### src/rtl/mem_go_ctrl_pkg.sv
// Shared types for the memory stall/go controller: per-port state encoding and port limit.
package rv32i_types;

  typedef enum logic [1:0] {
    IDLE,
    WAIT,
    DONE,
    DROP
  } port_state_t;

  localparam int unsigned MAX_MEM_PORTS = 8;

endpackage

### src/rtl/mem_go_ctrl_if.sv
// Request/response bundle between the pipeline memory ports and mem_go_ctrl.
interface mem_go_ctrl_if #(
  parameter int unsigned NUM_PORTS = 2,
  parameter int unsigned DATA_W    = 32
);
  logic [NUM_PORTS-1:0]        req_i;
  logic [NUM_PORTS-1:0]        kill_i;
  logic [NUM_PORTS-1:0]        resp_i;
  logic [NUM_PORTS*DATA_W-1:0] rdata_i;
  logic                        go_o;
  logic [NUM_PORTS*DATA_W-1:0] rdata_o;
  logic [NUM_PORTS-1:0]        pending_o;
  logic                        busy_o;
  logic [31:0]                 stall_cnt_o;

  modport master (
    output req_i, kill_i, resp_i, rdata_i,
    input  go_o, rdata_o, pending_o, busy_o, stall_cnt_o
  );

  modport slave (
    input  req_i, kill_i, resp_i, rdata_i,
    output go_o, rdata_o, pending_o, busy_o, stall_cnt_o
  );
endinterface

### src/rtl/mem_go_ctrl_tracker.sv
// mem_port_tracker: one memory channel's IDLE/WAIT/DONE/DROP FSM plus its response data register.
import rv32i_types::*;

module mem_port_tracker #(
  parameter int unsigned DATA_W = 32
) (
  input  logic              clk,
  input  logic              rst,
  input  logic              go,
  input  logic              req,
  input  logic              kill,
  input  logic              resp,
  input  logic [DATA_W-1:0] rdata,
  output port_state_t       state,
  output logic [DATA_W-1:0] data
);

  always_ff @(posedge clk) begin
    if (rst) begin
      state <= IDLE;
      data  <= '0;
    end else begin
      case (state)
        IDLE: if (req) state <= WAIT;
        WAIT: begin
          if (kill) begin
            state <= resp ? IDLE : DROP;
          end else if (resp) begin
            state <= DONE;
            data  <= rdata;
          end
        end
        DONE: begin
          if (kill)    state <= IDLE;
          else if (go) state <= req ? WAIT : IDLE;
        end
        DROP: if (resp) state <= IDLE;
        default: state <= IDLE;
      endcase
    end
  end

  // Requester must wait for pending to clear before reissuing after a kill.
  always_ff @(posedge clk) begin
    if (!rst && state == DROP) assert (!req);
  end

endmodule

### src/rtl/mem_go_ctrl.sv
// Global pipeline go/stall unit over NUM_PORTS memory channels.
// Optional stall-cycle counter enabled by defining MEM_GO_STALL_CNT_EN.
import rv32i_types::*;

module mem_go_ctrl #(
  parameter int unsigned NUM_PORTS = 2,
  parameter int unsigned DATA_W    = 32
) (
  input logic         clk,
  input logic         rst,
  mem_go_ctrl_if.slave bus
);

  if (NUM_PORTS < 1 || NUM_PORTS > MAX_MEM_PORTS) begin : g_bad_ports
    $error("mem_go_ctrl: NUM_PORTS out of range");
  end

  port_state_t                      state [NUM_PORTS];
  logic [NUM_PORTS-1:0][DATA_W-1:0] data_q;
  logic [NUM_PORTS-1:0]             pending;
  logic                             go;

  for (genvar p = 0; p < NUM_PORTS; p++) begin : g_port
    mem_port_tracker #(.DATA_W(DATA_W)) u_trk (
      .clk   (clk),
      .rst   (rst),
      .go    (go),
      .req   (bus.req_i[p]),
      .kill  (bus.kill_i[p]),
      .resp  (bus.resp_i[p]),
      .rdata (bus.rdata_i[p*DATA_W +: DATA_W]),
      .state (state[p]),
      .data  (data_q[p])
    );
  end

  // go is a pure decode of registered state, so resp/kill never reach it combinationally.
  always_comb begin
    pending = '0;
    for (int unsigned p = 0; p < NUM_PORTS; p++) begin
      pending[p] = (state[p] == WAIT) || (state[p] == DROP);
    end
  end

  assign go            = ~|pending;
  assign bus.go_o      = go;
  assign bus.pending_o = pending;
  assign bus.busy_o    = |pending;
  assign bus.rdata_o   = data_q;

`ifdef MEM_GO_STALL_CNT_EN
  logic [31:0] stall_cnt_q;

  always_ff @(posedge clk) begin
    if (rst) begin
      stall_cnt_q <= '0;
    end else if (!go && stall_cnt_q != '1) begin
      stall_cnt_q <= stall_cnt_q + 32'd1;
    end
  end

  assign bus.stall_cnt_o = stall_cnt_q;
`else
  assign bus.stall_cnt_o = '0;
`endif

endmodule
### src/flat_wrapper.sv
// flat-port wrapper written by rule: the top's interface ports become plain ports
module mem_go_ctrl_flat 
#(
  parameter int unsigned NUM_PORTS = 2,
  parameter int unsigned DATA_W    = 32
)
  (clk, rst, bus_req_i, bus_kill_i, bus_resp_i, bus_rdata_i, bus_go_o, bus_rdata_o, bus_pending_o, bus_busy_o, bus_stall_cnt_o);
  mem_go_ctrl_if #(.NUM_PORTS(NUM_PORTS), .DATA_W(DATA_W)) bus_i ();
  input logic clk;
  input logic rst;
  input wire logic [$bits(bus_i.req_i)-1:0] bus_req_i;
  input wire logic [$bits(bus_i.kill_i)-1:0] bus_kill_i;
  input wire logic [$bits(bus_i.resp_i)-1:0] bus_resp_i;
  input wire logic [$bits(bus_i.rdata_i)-1:0] bus_rdata_i;
  output wire logic [$bits(bus_i.go_o)-1:0] bus_go_o;
  output wire logic [$bits(bus_i.rdata_o)-1:0] bus_rdata_o;
  output wire logic [$bits(bus_i.pending_o)-1:0] bus_pending_o;
  output wire logic [$bits(bus_i.busy_o)-1:0] bus_busy_o;
  output wire logic [$bits(bus_i.stall_cnt_o)-1:0] bus_stall_cnt_o;
  assign bus_i.req_i = bus_req_i;
  assign bus_i.kill_i = bus_kill_i;
  assign bus_i.resp_i = bus_resp_i;
  assign bus_i.rdata_i = bus_rdata_i;
  assign bus_go_o = bus_i.go_o;
  assign bus_rdata_o = bus_i.rdata_o;
  assign bus_pending_o = bus_i.pending_o;
  assign bus_busy_o = bus_i.busy_o;
  assign bus_stall_cnt_o = bus_i.stall_cnt_o;
  mem_go_ctrl #(.NUM_PORTS(NUM_PORTS), .DATA_W(DATA_W)) u_core (.clk(clk), .rst(rst), .bus(bus_i));
endmodule
### config.mk
export PLATFORM = sky130hd
export DESIGN_NAME = mem_go_ctrl_flat
export DESIGN_NICKNAME = d
export VERILOG_FILES = /design/src/rtl/mem_go_ctrl_pkg.sv /design/src/rtl/mem_go_ctrl_if.sv /design/src/rtl/mem_go_ctrl_tracker.sv /design/src/rtl/mem_go_ctrl.sv /design/src/flat_wrapper.sv
export SDC_FILE = /design/constraint.sdc
export NUM_CORES = 1
export LEC_CHECK = 0
export BUFFER_PORTS_ARGS = -buffer_cell sky130_fd_sc_hd__buf_4
export CAP_MARGIN = 25
export CORE_MARGIN = 2
export CORE_UTILIZATION = 45
export DETAILED_ROUTE_END_ITERATION = 10
export GPL_TIMING_DRIVEN = 0
export PLACE_DENSITY = 0.88
export SLEW_MARGIN = 0
export SYNTH_ARGS = -nofsm -noshare
export SYNTH_HDL_FRONTEND = slang
export SYNTH_HIERARCHICAL = 1
export SYNTH_SLANG_ARGS = --single-unit
### constraint.sdc
create_clock -name clk -period 1.81 [get_ports clk]
set_input_delay 0.4525 -clock clk [delete_from_list [all_inputs] [get_ports clk]]
set_output_delay 0.4525 -clock clk [all_outputs]
set_load 0.01 [all_outputs]
; After elaboration in Yosys (flattened, before gate mapping)
; Cells that the tools add are included.
[word_totals]
ff_bits = 68
elab_cells = 48
[op_classes]
eq_ne = 14
n_mux = 18
n_bitwise = 2
n_reduce_logical = 10
[op_table]
columns = operator, count
row1 = $mux 2, 14
row2 = $pmux 2 s4, 2
row3 = $ne 3x3->1 const B, 4
row4 = $eq 2x2->1 const B, 4
row5 = $ne 2x2->1 const B, 4
row6 = $reduce_and 4->1, 2
row7 = $reduce_and 3->1, 2
row8 = $eq 2x1->1 const B, 2
row9 = $logic_not 2->1, 2
row10 = $logic_or 1x1->1, 2
row11 = $mux 1, 2
row12 = $not 1->1, 2
row13 = $reduce_or 2->1, 1
row14 = $logic_not 1->1, 1

; Depth between registers and ports, before layout
[depth]
word_depth = 6
mapped_depth = 5
depth_no_buf = 4

; Hierarchy
; The synthesis kept the hierarchy.
[by_module_without_submodules]
columns = mod, instances, cells_each, area_per_inst_um2, seq_area_each_um2
row1 = mem_port_tracker, 2, 154, 1400.1, 680.7
row2 = mem_go_ctrl, 1, 37, 261.5, 0.0

; Worst setup path after synthesis
; Ideal clock, no wire load.
[synth_timing]
path_kind = input to register
start = in bus_resp_i[0]
end = reg u_core.g_port[0].u_trk.data[19]
setup_time_ps = 71
arrival_ps = 1155
setup_slack_ps = 584
cell_stages = 5
path_cell_list = nor4bb_1 -> buf_4 -> buf_8 -> nand2_2 -> a21oi_2
[synth_between]
elab_chain_len = 1
[synth_rtl]
columns = item, line_no
row1 = start: declaration, flat_wrapper.sv:13  ; input wire logic [$bits(bus_i.resp_i)-1:0] bus_resp_i;
row2 = $reduce_and 3->1 (no source line), --
row3 = end signal: assignment, mem_go_ctrl_tracker.sv:30  ; data <= rdata;
row4 = end: declaration, mem_go_ctrl_tracker.sv:15  ; output logic [DATA_W-1:0] data
; No other way between the ends.
; A chain may end at the register's enable or synchronous reset.

; Final worst setup path
[layout_timing]
start = reg u_core.g_port[0].u_trk.state[0]
end = out bus_go_o
[layout_between]
elab_chain_len = 4
[layout_rtl]
columns = item, line_no
row1 = start: declaration, mem_go_ctrl_tracker.sv:14  ; output port_state_t state,
row2 = start signal: assignment, mem_go_ctrl_tracker.sv:27  ; state <= resp ? IDLE : DROP;
row3 = start signal: assignment, mem_go_ctrl_tracker.sv:35  ; else if (go) state <= req ? WAIT : IDLE;
row4 = $eq 2x1->1 / $eq 2x2->1 (equally long branches), mem_go_ctrl.sv:41  ; pending[p] = (state[p] == WAIT) || (state[p] == DROP);
row5 = $logic_or 1x1->1 *, mem_go_ctrl.sv:41
row6 = $reduce_or 2->1 *, mem_go_ctrl.sv:45  ; assign go = ~|pending;
row7 = $logic_not 1->1 *, mem_go_ctrl.sv:45
row8 = end: declaration, flat_wrapper.sv:15  ; output wire logic [$bits(bus_i.go_o)-1:0] bus_go_o;
; Every way passes the cells marked *; elsewhere a longest branch is shown, timed or not.

==> results.md <==
- Status: complete, no violations
- Most frequent cells in the layout: buf_4 (172), nand2_1 (110), dfxtp_1 (68)
- Critical path's slowest cell: dfxtp_1
- Post-DP HPWL: 5690 um
- Via density: roughly 4.5
- Initial antenna violation count: 0
- Post-Place Setup Slack: around 0.33 ns
- CTS tree: built
- Hold Path End: u_core/g_port[1].u_trk/data[18]
- Mapped Area: slightly above 3000 um2
- Top delay family on crit path: flip-flops
- Area of the multi-input gates: 1350 um2
- Final net count: between 500 and 600
- Vias in the first global route: 2561
- Total clock sinks: between 60 and 70
- Height of the die: 86.5 um
- F_max: 637 MHz
- 1st-pass router iterations: 4
- IO Port Bufs: 138
- Gr usage total: between 10% and 20%
- Register area share after synthesis: between 40 and 50%
- Crit path largest cell delay: around 0.38 ns
- Register area: about 1400 um2
- Worst reg2reg path startpoint: u_core/g_port[0].u_trk/state[0]
- CTS root buf: clkbuf_8
- Synth cell types: 23
- Setup TNS Final: 0 ns
- Final hold vios: 0
- Share of layout cells above drive strength 1: 54.0%
- Crit path cell chain: nor2_1 > buf_4
- FF-to-FF End: u_core/g_port[0].u_trk/data[11]
- Reg2Reg Depth: 5
- Routed WL per cell: ~12 um
- Placed cells: 594
- Min Tclk post-route: 1.57 ns
- Critical Path Sink Type: output port
- Post-CTS Setup Bufs: 0
- Flop2flop setup slack: around 0.44 ns
- Unrepaired setup endpoints after global routing: false
- H-Tree Depth: 3
- Row count: 30
- Clk Latency, worst-skew pair: ~0.33 ns
- DR vias: roughly 2800
- Hold crit path type: input pin to register
- Peak VDD IR: 544 uV
- Setup WS post-layout: 0.239 ns
- Slew @ Worst Pin: 0.708 ns
- Slew headroom: around 53%
- Core ar.: 6680 um2
- Antenna cell count: 0
- LEAKAGE: 1.96 nW
- Pins Over Slew Limit: 0
- I/O pins: 172
- Fin crit share: 86.8%
- CTS resizes: 0
- Max FO, Critical Path: 9
- Commonest non-fill, non-tap cell in the layout: buf_4
- First-pass GRT wire length: 11600 um
- Die W: between 80 and 90 um
- CP startpoint kind: register
- Final setup vio count: 0
- Final wirelength: 7280 um
- Register bit total from synthesis: 68
- Area Growth Syn to Fin: 47.8%
- Largest net degree at the start of global routing: 13
- Buf+Inv Stages, Crit Path: 1
- Pwr dens: 733 nW/um2
- Setup CP Type: register to output port
- Hold path cells: 2
- Iter 0 DRT Violations: 60
- Critical Path AT: 1.12 ns
- Req. time, crit path: 1.36 ns
- Hold buffer count at cts: 0
- Maxcap violations: 0
- HP Start: rst
- Max clock buf depth: 2
- Clock slew at reported path FFs: 0.08 ns
- Ys Warns: 6
- DRT antenna net count: 0
- Die area: about 7500 um2
- GP Congestion: 0.759
- Fillcell total: roughly 530
- Synthesized area per cell: 8.87 um2
- Clock skew: 0.0122 ns
- DRC: 0
- CTS Buf Count: 9
- Cell count along the critical path: 2
- Synth Instances: 345
- Finished Layout Cells: 610
- Initial Utilization: 45.8%
- Gr ovfl total: 0
-- power by group --
part,switching (W),internal (W),leakage (nW)
logic,0.000215,0.000260,1.30
registers,0.0000255,0.00153,0.550
clock network,0.000569,0.000714,0.102
total,0.000810,0.00251,1.96
-- state kept, by name, indices dropped and copies added (netlist names) --
signal	count
u_core/g_port.u_trk/data	64
u_core/g_port.u_trk/state	4
-- cell type report --
| type | instances | share of cell area [%] |
|---|---|---|
| sequential | 68 | 30.1 |
| multi-input combinational | 246 | 29.8 |
| timing repair buffer | 138 | 22.9 |
| buffer | 58 | 10.1 |
| clock buffer | 11 | 3.35 |
| tap | 80 | 2.21 |
| clock inverter | 5 | 1.30 |
| inverter | 4 | 0.332 |
-- Yosys cell counts (all sizes together) --
cell type  instances  area (um2)
buf               50         405
nand4bb            2        22.5
conb               1        3.75
dfxtp             68        1360
inv                4        15.0
and2b              2        15.0
or4                2        15.0
clkbuf             8        50.1
nand2            130         538
a21oi             66         556
nor2               1        3.75
nor4bb             2        20.0
a31oi              2        12.5
nor2b              2        12.5
o211ai             2        15.0
or2                1        6.26
o21ai              2        10.0
-- cell families (layout without fill, tap and decap cells) --
group | count (synthesis) | in the layout | share of synthesized area (%)
and+or+nand+nor | 142 | 142 | 20.7
AOI/OAI and AO/OA | 72 | 72 | 19.4
DFF | 68 | 68 | 44.5
buffers and inverters | 62 | 216 | 15.4
other | 1 | 32 | 0.122
-- worst max path at each step --
| stage | start | end | slack [ns] |
|---|---|---|---|
| floorplan | bus_resp_i[0] | u_core/g_port[0].u_trk/data[19] | 0.58 |
| global route | u_core/g_port[0].u_trk/state[0] | bus_go_o | 0.14 |
| CTS | u_core/g_port[0].u_trk/state[0] | bus_go_o | 0.22 |
| finish | u_core/g_port[0].u_trk/state[0] | bus_go_o | 0.24 |
| global placement | bus_kill_i[1] | u_core/g_port[1].u_trk/data[20] | 0.33 |
| detailed placement | bus_kill_i[1] | u_core/g_port[1].u_trk/data[23] | 0.33 |
-- metrics by stage --
stage	total power (W)	utilization (%)	hold slack (ns)	cell area, um2
3_3_place_gp	0.00206	64.6	0.440	4310
6_report	0.00332	67.7	0.325	4520
3_5_place_dp	0.00207	64.6	0.452	4310
2_1_floorplan	0.00185	-	0.477	3180
5_1_grt	0.00346	67.7	0.304	4520
4_1_cts	0.00335	67.7	0.309	4520
-- worst reg2reg max path, stage by stage (launching register included) --
cell	delay (ns)
dfxtp_1	0.46
nor4bb_1	0.28
buf_4	0.21
buf_6	0.14
nand2_1	0.08
a21oi_2	0.13
-- metal layers --
layer,global-route usage [%],vias to the layer above,part of all wire (%),routed length (um)
met4,5.68,0,0.32,23
li1,-,1396,-,-
met1,22.8,1246,40,2930
met3,7.43,2,9.9,724
met5,0,-,0,0
met2,33.1,115,50,3610
No activity file was read; power rests on OpenSTA's default activity.
